File: config.mk
export PLATFORM = sky130hd
export DESIGN_NAME = mul_hilo_ctrl
export DESIGN_NICKNAME = d
export VERILOG_FILES = /design/src/rtl/mul_hilo_pkg.sv /design/src/rtl/hilo_reg.sv /design/src/rtl/mul_hilo_ctrl.sv
export SDC_FILE = /design/constraint.sdc
export NUM_CORES = 1
export LEC_CHECK = 0
export CELL_PAD_IN_SITES_DETAIL_PLACEMENT = 0
export CELL_PAD_IN_SITES_GLOBAL_PLACEMENT = 2
export CORE_ASPECT_RATIO = 1.4
export CORE_MARGIN = 2
export CORE_UTILIZATION = 24
export DETAILED_ROUTE_END_ITERATION = 8
export PLACE_DENSITY = 0.84
export SETUP_SLACK_MARGIN = 0.2
export SYNTH_ARGS = -nofsm -noshare
export SYNTH_HDL_FRONTEND = slang
export SYNTH_HIERARCHICAL = 1
export SYNTH_SLANG_ARGS = --single-unit
File: constraint.sdc
create_clock -name clk -period 2 [get_ports clk]
set_input_delay 0.4 -clock clk [delete_from_list [all_inputs] [get_ports clk]]
set_output_delay 0.4 -clock clk [all_outputs]
set_load 0.01 [all_outputs]
File: src/rtl/mul_hilo_pkg.sv
// Shared encodings for the HI/LO multiply sequencer: funct codes, FSM states, widths.
// Consumers: hilo_reg, mul_hilo_ctrl (optional feature macro MUL_ZERO_SKIP_EN lives in the top).
package mul_hilo_pkg;

  localparam int DATA_W  = 32;
  localparam int DDATA_W = 64;
  localparam int FUNCT_W = 6;

  localparam logic [FUNCT_W-1:0] FUNCT_MFHI  = 6'b010000;
  localparam logic [FUNCT_W-1:0] FUNCT_MTHI  = 6'b010001;
  localparam logic [FUNCT_W-1:0] FUNCT_MFLO  = 6'b010010;
  localparam logic [FUNCT_W-1:0] FUNCT_MTLO  = 6'b010011;
  localparam logic [FUNCT_W-1:0] FUNCT_MULT  = 6'b011000;
  localparam logic [FUNCT_W-1:0] FUNCT_MULTU = 6'b011001;

  typedef enum logic [1:0] {
    MUL_ST_IDLE = 2'd0,
    MUL_ST_RUN  = 2'd1,
    MUL_ST_DONE = 2'd2
  } mul_st_e;

  function automatic logic is_mul_funct(input logic [FUNCT_W-1:0] f);
    return (f == FUNCT_MULT) || (f == FUNCT_MULTU);
  endfunction

endpackage

File: src/rtl/hilo_reg.sv
// HI/LO architectural register pair: one 64-bit write port {HI,LO} with
// independent half enables, synchronous active-high reset.
module hilo_reg
  import mul_hilo_pkg::*;
(
  input  logic               clk,
  input  logic               rst,
  input  logic               i_hi_we,
  input  logic               i_lo_we,
  input  logic [DDATA_W-1:0] i_wdata,
  output logic [DATA_W-1:0]  o_hi,
  output logic [DATA_W-1:0]  o_lo
);

  logic [DATA_W-1:0] r_hi;
  logic [DATA_W-1:0] r_lo;

  always_ff @(posedge clk) begin
    // NOTE: HI/LO are architectural state visible to MFHI/MFLO, so they take
    // the reset like the FSM does; a plain data buffer would not need it.
    if (rst) begin
      r_hi <= '0;
      r_lo <= '0;
    end else begin
      if (i_hi_we) r_hi <= i_wdata[DDATA_W-1:DATA_W];
      if (i_lo_we) r_lo <= i_wdata[DATA_W-1:0];
    end
  end

  assign o_hi = r_hi;
  assign o_lo = r_lo;

endmodule

File: src/rtl/mul_hilo_ctrl.sv
// EX-stage multiply sequencer and HI/LO owner: issues MULT/MULTU, stalls until the
// product is captured, services MTHI/MTLO/MFHI/MFLO. Optional macro: MUL_ZERO_SKIP_EN.
module mul_hilo_ctrl
  import mul_hilo_pkg::*;
#(
  parameter int MUL_LATENCY = 3
) (
  input  logic        clk,
  input  logic        rst,
  input  logic        ex_en,
  input  logic [5:0]  funct,
  input  logic [31:0] operand_1,
  input  logic [31:0] operand_2,
  input  logic        stall_i,
  input  logic        flush,
  output logic        mul_en,
  output logic [5:0]  mul_funct,
  output logic [31:0] mul_op1,
  output logic [31:0] mul_op2,
  input  logic        mul_done,
  input  logic [63:0] mul_result,
  output logic        stall_req,
  output logic [31:0] hilo_rdata,
  output logic        busy
);

  if (MUL_LATENCY < 1 || MUL_LATENCY > 15) begin : g_bad_latency
    $error("mul_hilo_ctrl: MUL_LATENCY must be within 1..15");
  end

  localparam logic [3:0] CNT_INIT = 4'(MUL_LATENCY - 1);

  mul_st_e     r_state;
  logic [3:0]  r_cnt;
  logic        r_mul_en;
  logic [5:0]  r_mul_funct;
  logic [31:0] r_mul_op1;
  logic [31:0] r_mul_op2;

  logic        w_cmd_ok;
  logic        w_is_mul;
  logic        w_is_mthi;
  logic        w_is_mtlo;
  logic        w_zero_skip;
  logic        w_issue;
  logic        w_skip_wr;
  logic        w_finish;
  logic        w_capture;
  logic        w_hi_we;
  logic        w_lo_we;
  logic [63:0] w_wdata;
  logic [31:0] w_hi;
  logic [31:0] w_lo;

  // Only IDLE accepts new HI/LO-class work; flush kills it before any side effect.
  assign w_cmd_ok  = (r_state == MUL_ST_IDLE) && ex_en && !flush;
  assign w_is_mul  = is_mul_funct(funct);
  assign w_is_mthi = (funct == FUNCT_MTHI);
  assign w_is_mtlo = (funct == FUNCT_MTLO);

`ifdef MUL_ZERO_SKIP_EN
  assign w_zero_skip = (operand_1 == '0) || (operand_2 == '0);
`else
  assign w_zero_skip = 1'b0;
`endif

  assign w_issue   = w_cmd_ok && w_is_mul && !w_zero_skip;
  assign w_skip_wr = w_cmd_ok && w_is_mul && w_zero_skip;
  assign w_finish  = (r_state == MUL_ST_RUN) && (r_cnt == 4'd0) && mul_done;
  assign w_capture = w_finish && !flush;

  always_comb begin
    // NOTE: every output of this block is given a default first so that no
    // path leaves a signal unassigned, which would otherwise infer a latch.
    w_hi_we = 1'b0;
    w_lo_we = 1'b0;
    w_wdata = {operand_1, operand_1};
    if (w_capture) begin
      w_hi_we = 1'b1;
      w_lo_we = 1'b1;
      w_wdata = mul_result;
    end else if (w_skip_wr) begin
      w_hi_we = 1'b1;
      w_lo_we = 1'b1;
      w_wdata = '0;
    end else if (w_cmd_ok) begin
      w_hi_we = w_is_mthi;
      w_lo_we = w_is_mtlo;
    end
  end

  always_ff @(posedge clk) begin
    // NOTE: state registers use non-blocking assignments so every flop samples
    // the pre-edge values, independent of statement order.
    if (rst) begin
      r_state     <= MUL_ST_IDLE;
      r_cnt       <= 4'd0;
      r_mul_en    <= 1'b0;
      r_mul_funct <= '0;
      r_mul_op1   <= '0;
      r_mul_op2   <= '0;
    end else begin
      case (r_state)
        MUL_ST_IDLE: begin
          if (w_issue) begin
            r_state     <= MUL_ST_RUN;
            r_cnt       <= CNT_INIT;
            r_mul_en    <= 1'b1;
            r_mul_funct <= funct;
            r_mul_op1   <= operand_1;
            r_mul_op2   <= operand_2;
          end
        end
        MUL_ST_RUN: begin
          if (r_cnt != 4'd0) r_cnt <= r_cnt - 4'd1;
          if (flush) begin
            r_state  <= MUL_ST_IDLE;
            r_mul_en <= 1'b0;
          end else if (w_finish) begin
            // DONE parks the FSM so the still-held MULT is not issued twice.
            r_state  <= stall_i ? MUL_ST_DONE : MUL_ST_IDLE;
            r_mul_en <= 1'b0;
          end
        end
        MUL_ST_DONE: begin
          if (flush || !stall_i) r_state <= MUL_ST_IDLE;
        end
        default: begin
          r_state  <= MUL_ST_IDLE;
          r_mul_en <= 1'b0;
        end
      endcase
    end
  end

  hilo_reg u_hilo_reg (
    .clk     (clk),
    .rst     (rst),
    .i_hi_we (w_hi_we),
    .i_lo_we (w_lo_we),
    .i_wdata (w_wdata),
    .o_hi    (w_hi),
    .o_lo    (w_lo)
  );

  always_comb begin
    hilo_rdata = '0;
    if (funct == FUNCT_MFHI)      hilo_rdata = w_hi;
    else if (funct == FUNCT_MFLO) hilo_rdata = w_lo;
  end

  // The issue cycle stalls combinationally; RUN stalls until the capture cycle.
  assign stall_req = w_issue || ((r_state == MUL_ST_RUN) && !w_finish);
  assign busy      = (r_state != MUL_ST_IDLE);
  assign mul_en    = r_mul_en;
  assign mul_funct = r_mul_funct;
  assign mul_op1   = r_mul_op1;
  assign mul_op2   = r_mul_op2;

endmodule
---- Yosys cells after proc, flatten, opt, wreduce, memory -nomap -nowiden ----
Index checks and enable logic that the tools add are counted.
operators by class
  $add $sub $neg .......................... 1
  equal/unequal tests ..................... 12
  bitwise operators ....................... 1
  mux-type cells .......................... 20
  reduce and logical (&&, ||, !) cells .... 22
operators by type and width
  cell                                                                 number
  32-bit two-way mux                                                   2
  64-bit two-way mux                                                   1
  6-bit by 5-bit == test with 1-bit output (second input constant)     6
  2-bit two-way mux                                                    5
  3-bit AND reduction                                                  3
  4-bit two-way mux                                                    2
  4-bit case mux with 2 select lines                                   1
  1-bit logical AND                                                    7
  1-bit two-way mux                                                    7
  2-bit case mux with 3 select lines                                   1
  4-bit zero test                                                      1
  2-bit != test (second input constant)                                2
  2-bit nonzero test                                                   2
  4-bit nonzero test                                                   1
  4-bit by 1-bit subtractor with 4-bit output (second input constant)  1
  1-bit zero test                                                      3
  1-bit logical OR                                                     3
  3-bit != test (second input constant)                                1
  1-bit case mux with 3 select lines                                   1
  2-bit by 1-bit == test with 1-bit output (second input constant)     1
  2-bit == test (second input constant)                                1
  2-bit zero test                                                      1
  2-bit by 1-bit != test with 1-bit output (second input constant)     1
  2-bit AND reduction                                                  1
  1-bit inverter                                                       1
word-level totals
  register bits ........................... 141

---- Longest topological paths before layout ----
Gate-level depths: netlist of the first run.
  word-level depth ........................ 6
  mapped depth ............................ 11
  gate-level depth less buffers ........... 7

---- Hierarchy ----
Netlist of the first run, hierarchy kept.
by module, submodules not included
  module         area each (um^2)  cells an instance  instances
  mul_hilo_ctrl  4202.8            430                1
  hilo_reg       2339.7            207                1

---- Worst setup path after synthesis of the first run ----
OpenSTA, ideal clock, no wires.
  kind .................................... flip-flop to flip-flop
  start ................................... reg r_cnt[0]
  end ..................................... reg u_hilo_reg.r_hi[0] (netlist: u_hilo_reg/o_hi[0])
  data required time ...................... 1.883 ns
  arrival time ............................ 1.857 ns
  path slack .............................. 0.026 ns
  period minus slack after synthesis ...... 1.974 ns
  stages on the path, launching flop included .. 12
  path through ............................ dfxtp_1 > inv_1 > ha_1 > and4bb_2 > nand2_1 > buf_2 > buf_6 > o21ai_0 > buf_6 > buf_12 > mux2i_1 > nor2_1
on the way
  longest elaborated chain between the ends .. 5
  elaborated cells on any way between the ends .. 6
RTL lines
  element                         line                  source
  start, declared                 mul_hilo_ctrl.sv:34   logic [3:0] r_cnt;
  start signal, assigned          mul_hilo_ctrl.sv:115  if (r_cnt != 4'd0) r_cnt <= r_cnt - 4'd1;
  4-bit zero test                 mul_hilo_ctrl.sv:69   assign w_finish = (r_state == MUL_ST_RUN) && (r_cnt == 4'd0) && mul_done;
  1-bit logical AND (2 in a row)  mul_hilo_ctrl.sv:69
  1-bit logical AND               mul_hilo_ctrl.sv:70   assign w_capture = w_finish && !flush;
  1-bit two-way mux               mul_hilo_ctrl.sv:78   if (w_capture) begin
  net w_hi_we                     mul_hilo_ctrl.sv:49   logic w_hi_we;
  end signal, assigned            hilo_reg.sv:25        if (i_hi_we) r_hi <= i_wdata[DDATA_W-1:DATA_W];
  end, declared                   hilo_reg.sv:15        logic [DATA_W-1:0] r_hi;
The timed path passes the listed nets, and every way through them passes these cells.
A chain may end at the register's enable or synchronous reset.

---- Worst setup path in the final report of the first run ----
  start ................................... in funct[2]
  end ..................................... out hilo_rdata[13]
on the way
  longest elaborated chain between the ends .. 3
  elaborated cells on any way between the ends .. 4
RTL lines
  element                                   line                  source
  start, declared                           mul_hilo_ctrl.sv:11   input logic [5:0] funct,
  6-bit by 5-bit == test with 1-bit output  mul_hilo_ctrl.sv:149  else if (funct == FUNCT_MFLO) hilo_rdata = w_lo;
  32-bit two-way mux                        mul_hilo_ctrl.sv:149
  32-bit two-way mux (*)                    mul_hilo_ctrl.sv:148  if (funct == FUNCT_MFHI) hilo_rdata = w_hi;
  end, declared                             mul_hilo_ctrl.sv:23   output logic [31:0] hilo_rdata,
Every way passes the cells marked *; elsewhere a longest branch is shown, timed or not.

==> reports/qor.yml, run 1 <==
clockPowerShare: 0.495
avgSynthCellArea_um2: 10.3
synth_flop_cell: "dfxtp_1"
fin_area_um2: 10800
synth_cells: 637
r2r_cells: 7
vias: 5430
power_mw: 6.77
core_area_um2: 26800
violations: "negative setup slack"
setup_slack_ns: -0.124
hp-start: "funct[0]"
critPathCaptureType: "output pin"
fmax_ghz: 0.471
fp.dieH_um: 199
ys_seq_elements: 141
hold_viol_final: 0
slowest_stage: "or3_4"
cpMostUsedCell: "buf_12"
synthesis.area_um2: 6540
nets: 1065
slew_headroom: 0.631
cts_buffers: 17
grt_overflow_total: 0
dp_hpwl_um: 14700
peakVddDrop_mv: 0.569
rows: 71
synth_warnings: 6
worst-slew-pin-transition_ns: 0.554
drt_iter0_drc: 174
status: "finished with violations"
area_growth_pct: 64.4
hold-path-cell-count: 4
route.detailed.drc: 0
powerDensity_nw_per_um2: 630
cts_tree: "done"
antenna_violating_nets_post_route: 0
layoutNonFillerInstCount: 1302
syn_nets: 779
ctsHoldBuffers: 0
slowest_delay_ns: 0.40
clock_latency_ns: 0.42
synth.distinct_cells: 31
dr.pass1.iters: 4
cp_top_family: "simple AND/OR/NAND/NOR gates"
hold_path_class: "primary input to flip-flop"
cts-root-buf: "clkbuf_16"
drt-total-wl_um: 21000
ios: 245
switching_power_mw: 1.45
p_int_mw: 5.32
cts_max_level: 4
power_leakage_nw: 4.48
grt_pass1_wl_um: 31400
r2r_slack_ns: 0.13
grt_max_degree: 41
synth_seq_area_share: 0.431
setup_viol: 16
crit_arrival_ns: 1.72
place.gp.congestion: 0.762
die_x_um: 144
antenna_found_initial: 1
drv_slew: 0
min_to: "mul_funct[0]$_SDFFE_PP0P_"
grt_pass1_vias: 5547
worstSetupPathType: "primary input to output pin"
start_kind: "primary input"
dieArea_um2: 28600
layout_min_cycle_time_ns: 2.12
dp_cells: 1240
crit_required_ns: 1.60
path_cells: "buf_8 > nor2_4 > nand2_2 > or3_4 > buf_12 > buf_16 > buf_12 > nor2_2 > buf_2"
comb_power_share: 0.088
rr_startpoint: "r_state[0]$_SDFFE_PP0P_"
final.fill_count: 2692
r2r_end: "u_hilo_reg/o_hi[1]$_SDFFE_PP0P_"
rsz0062_at_grt: "true"
swShare: 0.214
grt_use_total: 0.146
p_seq_frac: 0.417
io_buffers: 244
initial_utilization: 0.244
cts_sinks: 141
path_max_fanout: 6
async_reset_ff_frac: 0
tns_ns: -1.69
fin_crit_sh: 1.06
drive_gt1_frac: 0.272
clk_path_buf_depth: 2
dpl_cell_area_um2: 9640
skew_ns: 0.0100
max_cap_violations: 0
synth_edf_count: 0
cp_num_buf_inv: 5
cts.clk_slew.worst_paths_ns: 0.06
avgRoutedWirePerCell_um: 16.1
vias_per_cell: 4.17
[cells by family after synthesis]
| group | after synthesis | share of synthesized area |
|---|---|---|
| AOI/OAI and AO/OA | 18 | 0.0164 |
| adders and majority gates | 2 | 0.00382 |
| buffers and inverters | 55 | 0.0654 |
| DFF | 141 | 0.431 |
| muxes | 226 | 0.358 |
| and+or+nand+nor | 195 | 0.125 |
[synthesized netlist by cell type, types with 4 or more instances]
library cell | instances | share of area
buf_6 | 14 | 0.024
and2_1 | 4 | 0.0038
nand2_1 | 6 | 0.0034
clkbuf_1 | 14 | 0.0080
or3_1 | 5 | 0.0048
a21oi_1 | 6 | 0.0046
mux2_2 | 65 | 0.11
inv_1 | 7 | 0.0040
dfxtp_1 | 141 | 0.43
buf_12 | 6 | 0.018
mux2i_1 | 161 | 0.25
o21ai_0 | 7 | 0.0054
buf_2 | 11 | 0.0084
nor2_1 | 167 | 0.096
[worst max-delay path by stage]
stage	slack, ns	from	endpoint	cells after the start
floorplan	0.20	funct[5]	hilo_rdata[10]	6
global placement	-0.90	funct[5]	hilo_rdata[9]	7
detailed placement	-0.92	funct[5]	hilo_rdata[31]	7
CTS	-0.11	funct[2]	hilo_rdata[13]	9
global route	-0.19	funct[2]	hilo_rdata[13]	9
finish	-0.12	funct[2]	hilo_rdata[13]	9
[worst reg2reg max path, delay by kind of cell, from the launching register on]
kind | cells | cell delay, ns
AOI/OAI and AO/OA | 1 | 0.25
buffers and inverters | 1 | 0.22
and+or+nand+nor | 4 | 0.75
muxes | 1 | 0.21
DFF | 1 | 0.32
[routing by layer]
metal	vias to the layer above	part of all wire	global-route usage
met4	0	0.016	0.0479
met3	16	0.036	0.0307
met2	124	0.56	0.276
met5	-	0	0
met1	2554	0.39	0.160
li1	2736	-	-
[final cells by class]
type | count | area (um2) | share of cell area
multi-input combinational | 441 | 3550 | 0.330
inverter | 7 | 26.3 | 0.00244
antenna | 1 | 2.50 | 0.000233
timing repair buffer | 315 | 3280 | 0.305
sequential | 141 | 2830 | 0.263
tap | 365 | 457 | 0.0425
clock inverter | 12 | 169 | 0.0157
clock buffer | 20 | 447 | 0.0415
[registers in the layout, summed over array words and instances (netlist names)]
signal,flops
u_hilo_reg/o_hi,32
r_cnt,4
r_state,2
u_hilo_reg/o_lo,32
mul_op1,32
mul_en,1
mul_funct,6
mul_op2,32
[through the flow]
stage | worst slack (ns) | hold slack [ns] | utilization
after floorplan | 0.199 | 0.460 | -
after global placement | -0.895 | 0.433 | 0.359
after detailed placement | -0.922 | 0.436 | 0.359
after CTS | -0.113 | 0.424 | 0.397
after global routing | -0.186 | 0.436 | 0.401
final | -0.124 | 0.439 | 0.401
[cells in the final DEF, fill, tap and decap left out, types with 2 or more instances in the layout]
cell type / Yosys / layout
inv_1: 7 / 5
mux2i_1: 161 / 161
buf_2: 11 / 15
a21oi_1: 6 / 6
mux2_2: 65 / 65
nand2b_1: 3 / 3
dfxtp_1: 141 / 139
clkbuf_16: 0 / 17
nor2_1: 167 / 132
bufinv_16: 0 / 4
and2_1: 4 / 4
buf_12: 6 / 20
clkinvlp_4: 0 / 2
o21ai_0: 7 / 4
o21ai_4: 0 / 2
buf_6: 14 / 33
buf_16: 0 / 3
clkbuf_1: 14 / 2
nor2_4: 0 / 21
nor2b_1: 3 / 3
or3_1: 5 / 4
buf_4: 1 / 37
dfxtp_2: 0 / 2
clkdlybuf4s50_1: 0 / 199
inv_2: 0 / 2
nor2_2: 0 / 14
a31oi_1: 2 / 2
clkinv_2: 0 / 5
dlygate4sd2_1: 0 / 4
nand2_1: 6 / 4
[repair_timing]
action	in CTS	in global routing
cloned	3	0
endpoints found under the setup margin	99	100
pin swaps	31	8
buffers inserted	23	3
gates resized for setup	211	19
[power groups by stage]
stage	registers, mW	logic, mW	clock network (mW)
2_1_floorplan	2.89	0.184	0
4_1_cts	2.82	0.605	3.48
3_3_place_gp	2.89	0.564	0
3_5_place_dp	2.89	0.566	0
6_report	2.82	0.599	3.35
5_1_grt	2.82	0.639	3.59
No activity file was read; power rests on OpenSTA's default activity.
==> run 2: changes to the inputs <==
- CORE_MARGIN: 2 -> unset
- CTS_CLUSTER_SIZE: unset -> 12
==> run 2 against run 1 <==
Effect of this change: the flow now finishes without violations; highest routed layer is now met5; die area fell by 2.4%; global-route usage rose by 0.17 points; clock power rose by 7.2%; register-to-register slack barely moved; wire length rose by 2.4%; worst hold slack got worse by 0.092 ns.
==> reports/qor.yml, run 2 (synthesis results as in run 1) <==
initial_utilization: 0.244  # unchanged
io_buffers: 244  # unchanged
cts_sinks: 141  # unchanged
cts-root-buf: "clkbuf_16"  # unchanged
power_mw: 7.00  # was 6.77 mW
vias: 5490  # was 5,430
holdWs_ns: 0.347  # was 0.439 ns
critPathCaptureType: "output pin"  # unchanged
grt_pass1_wl_um: 31100  # was 31,400 um
crit_arrival_ns: 1.59  # was 1.72 ns
fin_crit_sh: 0.993  # was 1.06
post-route-util: 0.409  # was 0.401
dpl_cell_area_um2: 9610  # was 9640 um2
path_max_fanout: 8  # was 6
slew_headroom: 0.726  # was 0.631
antenna_found_initial: 2  # was 1
cts_tree: "done"  # unchanged
grt_use_total: 0.148  # was 0.146
drt_iter0_drc: 175  # was 174
worst-slew-pin-transition_ns: 0.400  # was 0.554 ns
ios: 245  # unchanged
setup_viol: 0  # was 16
final_common_cell: "clkdlybuf4s50_1"  # unchanged
route.detailed.drc: 0  # unchanged
skew_ns: 0.0121  # was 0.0100 ns
avgRoutedWirePerCell_um: 16.6  # was 16.1 um
dr.pass1.iters: 4  # unchanged
fin_area_um2: 11000  # was 10,800 um2
power_leakage_nw: 4.53  # was 4.48 nW
status: "finished, final reports clean"  # was finished with violations
drive_gt1_frac: 0.279  # was 0.272
grt_max_degree: 54  # was 41
max_cap_violations: 0  # unchanged
cts_buffers: 17  # unchanged
layout_common_cells: "clkdlybuf4s50_1 (200), mux2i_1 (158), dfxtp_1 (137)"  # was clkdlybuf4s50_1 (199), mux2i_1 (161), dfxtp_1 (139)
tns_ns: 0  # was -1.69 ns
rsz0062_at_grt: "true"  # unchanged
grt_overflow_total: 0  # unchanged
cts.clk_slew.worst_paths_ns: 0.06  # about the same
dp_hpwl_um: 14600  # was 14,700 um
clock_latency_ns: 0.43  # was 0.42 ns
worstSetupPathType: "primary input to output pin"  # unchanged
core_area_um2: 26800  # unchanged
dieArea_um2: 27900  # was 28,600 um2
die_x_um: 142  # was 144 um
cts_max_level: 4  # unchanged
place.gp.congestion: 0.718  # was 0.762
peakVddDrop_mv: 0.579  # was 0.569 mV
antenna_violating_nets_post_route: 0  # unchanged
grt_pass1_vias: 5623  # was 5,547
final.fill_count: 2677  # was 2,692
vias_per_cell: 4.24  # was 4.17
drv_slew: 0  # unchanged
hold_path_class: "primary input to flip-flop"  # unchanged
diodes: 0  # was 1
start_kind: "primary input"  # unchanged
hold_viol_final: 0  # unchanged
layout_min_cycle_time_ns: 1.99  # was 2.12 ns
drt-total-wl_um: 21500  # was 21,000 um
fp.dieH_um: 197  # was 199 um
clk_path_buf_depth: 2  # unchanged
nets: 1058  # was 1,065
r2r_slack_ns: 0.14  # was 0.13 ns
rows: 71  # unchanged
ctsHoldBuffers: 0  # unchanged
crit_required_ns: 1.60  # about the same
powerDensity_nw_per_um2: 638  # was 630 nW/um2
fmax_ghz: 0.504  # was 0.471 GHz
area_growth_pct: 67.6  # was 64.4%
[run 2: final timing paths]
kind | startpoint | end | cells after the start
max | funct[5] | hilo_rdata[3] | 8
max reg2reg | r_state[1]$_SDFFE_PP0P_ | u_hilo_reg/o_lo[13]$_SDFFE_PP0P_ | 8
min | funct[2] | r_state[0]$_SDFFE_PP0P_ | 5
min reg2reg | mul_funct[3]$_SDFFE_PP0P_ | mul_funct[3]$_SDFFE_PP0P_ | 2
[run 2: area by class of cell]
| type | count | area, um2 | area share |
|---|---|---|---|
| clock inverter | 10 | 184 | 0.0168 |
| inverter | 7 | 26.3 | 0.00240 |
| timing repair buffer | 307 | 3340 | 0.305 |
| sequential | 141 | 2830 | 0.258 |
| tap | 365 | 457 | 0.0417 |
| multi-input combinational | 442 | 3640 | 0.332 |
| clock buffer | 22 | 484 | 0.0442 |
[run 2: layer usage]
layer | track usage | wire [um]
met1 | 0.158 | 8660
met2 | 0.281 | 11800
met3 | 0.0342 | 774
met4 | 0.0486 | 235
met5 | 0 | 13
[run 2: critical path: stages]
cell     delay, ns
buf_6         0.10
nor2_4        0.11
nand2_2       0.09
or3_4         0.36
buf_12        0.16
buf_16        0.16
nor2_4        0.09
buf_6         0.11
[run 2: through the flow]
| step | setup WS (ns) | cells |
|---|---|---|
| 3_5_place_dp | -0.922 | 1240 |
| 3_3_place_gp | -0.914 | 1240 |
| 2_1_floorplan | 0.199 | 637 |
| 6_report | 0.0143 | 1294 |
| 4_1_cts | -0.0168 | 1280 |
| 5_1_grt | -0.0350 | 1294 |
[run 2: power by group]
group          switching, mW  internal (mW)
sequential           0.00526           2.82
combinational          0.207          0.382
clock                   1.24           2.35
total                   1.45           5.55
[run 2: repair_timing]
action,in CTS,in global routing
cloned,2,8
pin swaps,41,13
buffers inserted,6,6
endpoints found under the setup margin,102,101
gates resized for setup,209,56
